## src/rtl/mux_4_to_1_pkg.sv

```systemverilog
// Shared constants and types for the mux_4_to_1 lane selector.
// Optional change-pulse output is enabled by MUX_4_TO_1_CHG_EN.
package mux_4_to_1_pkg;

  localparam int N_IN  = 4;
  localparam int SEL_W = 2;

  typedef logic [SEL_W-1:0] sel_t;

  function automatic logic [N_IN-1:0] sel_onehot(
    input sel_t s
  );
    logic [N_IN-1:0] oh;
    oh    = '0;
    oh[s] = 1'b1;
    return oh;
  endfunction

endpackage

```

## src/rtl/mux_4_to_1_if.sv

```systemverilog
// Bus bundle for mux_4_to_1: lane inputs, select, enable and outputs.
// The chg signal exists only when MUX_4_TO_1_CHG_EN is defined.
interface mux_4_to_1_if
  import mux_4_to_1_pkg::*;
#(
  parameter int WIDTH = 1
);

  logic [N_IN*WIDTH-1:0] din;
  sel_t                  sel;
  logic                  en;
  logic [WIDTH-1:0]      z;
  logic [WIDTH-1:0]      z_q;
  sel_t                  sel_q;
`ifdef MUX_4_TO_1_CHG_EN
  logic                  chg;
`endif

`ifdef MUX_4_TO_1_CHG_EN
  modport master (
    output din, sel, en,
    input  z, z_q, sel_q, chg
  );

  modport slave (
    input  din, sel, en,
    output z, z_q, sel_q, chg
  );
`else
  modport master (
    output din, sel, en,
    input  z, z_q, sel_q
  );

  modport slave (
    input  din, sel, en,
    output z, z_q, sel_q
  );
`endif

endinterface

```

## src/rtl/mux_4_to_1_core.sv

```systemverilog
// Combinational one-of-four lane selector, WIDTH bits per lane.
// Unaffected by MUX_4_TO_1_CHG_EN.
module mux_4_to_1_core
  import mux_4_to_1_pkg::*;
#(
  parameter int WIDTH = 1
) (
  input  logic [N_IN*WIDTH-1:0] i_din,
  input  sel_t                  i_sel,
  output logic [WIDTH-1:0]      o_z
);

  logic [N_IN-1:0] w_hot;

  assign w_hot = sel_onehot(i_sel);

  always_comb begin
    o_z = '0;
    unique case (1'b1)
      w_hot[0]: o_z = i_din[0*WIDTH +: WIDTH];
      w_hot[1]: o_z = i_din[1*WIDTH +: WIDTH];
      w_hot[2]: o_z = i_din[2*WIDTH +: WIDTH];
      w_hot[3]: o_z = i_din[3*WIDTH +: WIDTH];
    endcase
  end

endmodule

```

## src/rtl/mux_4_to_1.sv

```systemverilog
// Lane selector with combinational z and enable-gated registered z_q/sel_q.
// Define MUX_4_TO_1_CHG_EN to add the registered chg change pulse.
module mux_4_to_1
  import mux_4_to_1_pkg::*;
#(
  parameter int WIDTH = 1
) (
  input  logic        clk,
  input  logic        rst,
  mux_4_to_1_if.slave bus
);

  logic [WIDTH-1:0] w_z;
  logic [WIDTH-1:0] r_z_q;
  sel_t             r_sel_q;

  mux_4_to_1_core #(
    .WIDTH (WIDTH)
  ) u_core (
    .i_din (bus.din),
    .i_sel (bus.sel),
    .o_z   (w_z)
  );

  assign bus.z     = w_z;
  assign bus.z_q   = r_z_q;
  assign bus.sel_q = r_sel_q;

  always_ff @(posedge clk) begin
    if (rst) begin
      r_z_q   <= '0;
      r_sel_q <= '0;
    end else if (bus.en) begin
      r_z_q   <= w_z;
      r_sel_q <= bus.sel;
    end
  end

`ifdef MUX_4_TO_1_CHG_EN
  logic r_chg;

  // Pulse only on enabled loads; compare against the value being replaced.
  always_ff @(posedge clk) begin
    if (rst) begin
      r_chg <= 1'b0;
    end else if (bus.en) begin
      r_chg <= (w_z != r_z_q);
    end else begin
      r_chg <= 1'b0;
    end
  end

  assign bus.chg = r_chg;
`endif

endmodule

```

## src/flat_wrapper.sv

```systemverilog
// flat-port wrapper written by rule: the top's interface ports become plain ports
module mux_4_to_1_flat import mux_4_to_1_pkg::*;
#(
  parameter int WIDTH = 1
)
  (clk, rst, bus_din, bus_sel, bus_en, bus_z, bus_z_q, bus_sel_q);
  mux_4_to_1_if #(.WIDTH(WIDTH)) bus_i ();
  input  logic clk;
  input  logic rst;
  input wire logic [$bits(bus_i.din)-1:0] bus_din;
  input wire logic [$bits(bus_i.sel)-1:0] bus_sel;
  input wire logic [$bits(bus_i.en)-1:0] bus_en;
  output wire logic [$bits(bus_i.z)-1:0] bus_z;
  output wire logic [$bits(bus_i.z_q)-1:0] bus_z_q;
  output wire logic [$bits(bus_i.sel_q)-1:0] bus_sel_q;
  assign bus_i.din = bus_din;
  assign bus_i.sel = bus_sel;
  assign bus_i.en = bus_en;
  assign bus_z = bus_i.z;
  assign bus_z_q = bus_i.z_q;
  assign bus_sel_q = bus_i.sel_q;
  mux_4_to_1 #(.WIDTH(WIDTH)) u_core (.clk(clk), .rst(rst), .bus(bus_i));
endmodule
```

## config.mk

```make
export PLATFORM = sky130hd
export DESIGN_NAME = mux_4_to_1_flat
export DESIGN_NICKNAME = d
export VERILOG_FILES = /design/src/rtl/mux_4_to_1_pkg.sv /design/src/rtl/mux_4_to_1_if.sv /design/src/rtl/mux_4_to_1_core.sv /design/src/rtl/mux_4_to_1.sv /design/src/flat_wrapper.sv
export SDC_FILE = /design/constraint.sdc
export NUM_CORES = 1
export LEC_CHECK = 0
export ABC_AREA = 0
export BUFFER_PORTS_ARGS = -buffer_cell sky130_fd_sc_hd__buf_4
export CORE_AREA = 8 8 45 47
export CTS_CLUSTER_SIZE = 12
export DETAILED_ROUTE_END_ITERATION = 6
export DIE_AREA = 0 0 53 55
export GPL_TIMING_DRIVEN = 0
export PLACE_DENSITY = 0.38
export SETUP_SLACK_MARGIN = 0.2
export SLEW_MARGIN = 25
export SYNTH_ARGS = -nofsm -noshare
export SYNTH_HDL_FRONTEND = slang
export SYNTH_SLANG_ARGS = --single-unit
```

## constraint.sdc

```tcl
create_clock -name clk -period 1.3 [get_ports clk]
set_input_delay 0.065 -clock clk [delete_from_list [all_inputs] [get_ports clk]]
set_output_delay 0.065 -clock clk [all_outputs]
set_load 0.005 [all_outputs]
```

# ---- Word-level counts from Yosys, hierarchy flattened
# Index checks and enable logic that the tools add are counted.
# Widths: inputs -> output; s select.
dict set report word_totals {
  ff_bits 3
  input_bits 9
  out_inout_bits 4
  wordCells 8
}
dict set report op_classes {
  n_lt_le_gt_ge 2
  muxes 3
  reduce_logical 1
}
# operator n
set ops {}
lappend ops {{$pmux 1 s4} 1}
lappend ops {{$lt 2x3->1 const B} 1}
lappend ops {{$demux 1 s2} 1}
lappend ops {{$ge 2x1->1 const B} 1}
lappend ops {{$logic_and 1x1->1} 1}
lappend ops {{$mux 1} 1}

# ---- Depth between registers and ports, before layout
dict set report depth {
  depth_word 5
  mapped_depth 2
  ltp_nobuf 2
}

# ---- Cells and area by module
# From an unflattened synthesis, not the netlist that was laid out.
dict set report unflattened {
  cells_unflattened 10
  hier_area_um2 123.9
}
# module instances cells_each area_per_inst_um2 seq_area_each_um2
set modules_own_cells {}
lappend modules_own_cells {mux_4_to_1 1 9 101.3 60.1}
lappend modules_own_cells {mux_4_to_1_core 1 1 22.5 0.0}

# ---- Least setup slack after synthesis
# Ideal clock, no wire load.
dict set report synth_timing {
  path_kind {register to register}
  start {register, netlist name u_core.bus.z_q}
  end {register u_core.r_z_q (netlist: u_core.bus.z_q)}
  setup_ns 0.082
  arrival_ns 0.810
  t_required_ns 1.218
  slack_ns 0.408
  path_stages_with_launch 3
  n_path_buf 0
  synth_period_minus_slack_ns 0.892
  cell_sequence {dfxtp_1 or3b_2 o221ai_1}
}
# element line_no
set synth_lines {}
lappend synth_lines {{end signal: assignment} mux_4_to_1.sv:34} ;# r_z_q <= w_z;
lappend synth_lines {{end: declaration} mux_4_to_1.sv:14} ;# logic [WIDTH-1:0] r_z_q;

==> flow_summary.json <==
{
  "status": "finished clean",
  "num_antenna_cells": 0,
  "ioPinCount": 13,
  "wirelength_um": 536,
  "max_cap_violations": 0,
  "cp-start-kind": "register",
  "rows": 14,
  "power.density_nw_per_um2": 1120,
  "fillCellCount": 164,
  "postLayoutCellArea_um2": 288,
  "drc_errors": 0,
  "drv_slew": 0,
  "crit_type": "reg -> reg",
  "whs_endpoint": "u_core.bus.sel_q[0]",
  "place.gp.congestion": 0.720,
  "cts_buffers": 3,
  "setup_viol": 0,
  "period_share": 0.715,
  "pre_cts_ws_ns": 0.395,
  "ys_ff_latch": 3,
  "initial_utilization": 0.109,
  "drt_first_iter_violations": 3,
  "ctsHoldBuffers": 0,
  "finalClockSkew_ns": 0,
  "worst_pin_slew_ns": 0.205,
  "cts_buffer_depth": 2,
  "fin_crit_ns": 0.929,
  "postRouteAntennaNets": 0,
  "finalHoldViolCount": 0,
  "grt_pass1_vias": 183,
  "fin_cells": 46,
  "port_buffers": 12,
  "grt_usage": 0.0420,
  "critPathMaxFanout": 2,
  "worst_slack_ns": 0.371,
  "slew_headroom": 0.860,
  "syn_nets": 23,
  "holdWs_ns": 0.0307,
  "p_leak_nw": 0.140,
  "vias": 163,
  "cts_resized": 0,
  "antenna_found_initial": 0,
  "ys_types": 7,
  "rrSetupSlack_ns": 0.37,
  "clk_pin_slew_ns": 0.04,
  "ys_warn_count": 0,
  "final_common_cell": "buf_4",
  "fmax_mhz": 1080,
  "grt_max_degree": 6,
  "cts_tree": "done",
  "clock_latency_ns": 0.23,
  "syn_area_um2": 151,
  "final.setup.tns_ns": 0,
  "drive_gt1_frac": 0.533,
  "fin_util": 0.208,
  "fp.dieW_um": 53,
  "dr.pass1.iters": 3,
  "rr_worst_depth": 2,
  "core_area_um2": 1380,
  "crit_path_end_kind": "register",
  "p_total_mw": 0.322,
  "syn_inst": 14,
  "htree_levels": 1,
  "post_dp_cell_area_um2": 262,
  "hp-start": "rst",
  "die-area_um2": 2920,
  "r2r_start": "u_core.bus.z_q",
  "grt_pass1_wl_um": 793,
  "clock_sinks": 3,
  "layout_common_cells": "buf_4, mux2i_1, clkbuf_4, dfxtp_1, nor2_1",
  "cp.arrival_ns": 1.08,
  "ys_seq_area_frac": 0.397,
  "viasPerCell": 3.54,
  "die_y_um": 55,
  "rsz0062_at_grt": "no",
  "area_growth_pct": 90.1,
  "globalRouteOverflowTotal": 0,
  "dpl.cell_count": 42,
  "vdd_ir_drop_max_mv": 0.515,
  "post_cts_buffers": 0,
  "r2r_end": "u_core.bus.z_q",
  "wire_per_inst_um": 11.7,
  "avgSynthCellArea_um2": 10.8,
  "cts-root-buf": "clkbuf_4",
  "holdPathStages": 2,
  "crit_required_ns": 1.45,
  "hold_class": "in -> reg",
  "final_nets": 40
}
layer usage:
metal	global-route usage	share of wire	up-vias
met2	0.0488	0.36	11
met3	0.0588	0.18	0
met4	0.0259	0	0
met5	0	0	-
met1	0.0363	0.46	68
li1	-	-	84
report_power, final:
group,switching [mW],internal (mW)
Clock,0.0457,0.115
Sequential,0.00321,0.0988
Combinational,0.0212,0.0378
final cells by class:
class | count | area [um^2] | area share
multi-input cells | 11 | 91.3 | 0.317
repair buffers | 12 | 90.1 | 0.313
flip-flops and latches | 3 | 60.1 | 0.209
clock buffers | 4 | 26.3 | 0.0913
well taps | 16 | 20.0 | 0.0696
synth_stat cells (all sizes together):
master / instances / share of area
mux2i: 5 / 0.33
dfxtp: 3 / 0.40
nor2: 2 / 0.050
or3b: 2 / 0.12
o221ai: 1 / 0.058
nand3b: 1 / 0.050
flip-flops by register name, summed over array words and instances (netlist names):
register          count
u_core.bus.sel_q      2
u_core.bus.z_q        1
critical path: stages, from the launching register on:
cell	delay, ns
dfxtp_1	0.33
or3b_2	0.44
o221ai_1	0.08
cell families after synthesis:
kind of cell	share of synthesized area
AOI/OAI and AO/OA	0.0579
DFF	0.397
muxes	0.331
and+or+nand+nor	0.215
worst max-delay path by stage:
stage / from / to
2_1_floorplan: u_core.bus.z_q / u_core.bus.z_q
3_3_place_gp: u_core.bus.z_q / u_core.bus.z_q
3_5_place_dp: u_core.bus.z_q / u_core.bus.z_q
4_1_cts: u_core.bus.z_q / u_core.bus.z_q
5_1_grt: u_core.bus.z_q / u_core.bus.z_q
6_report: u_core.bus.z_q / u_core.bus.z_q
Note: power is estimated with default switching activity, not from simulation.
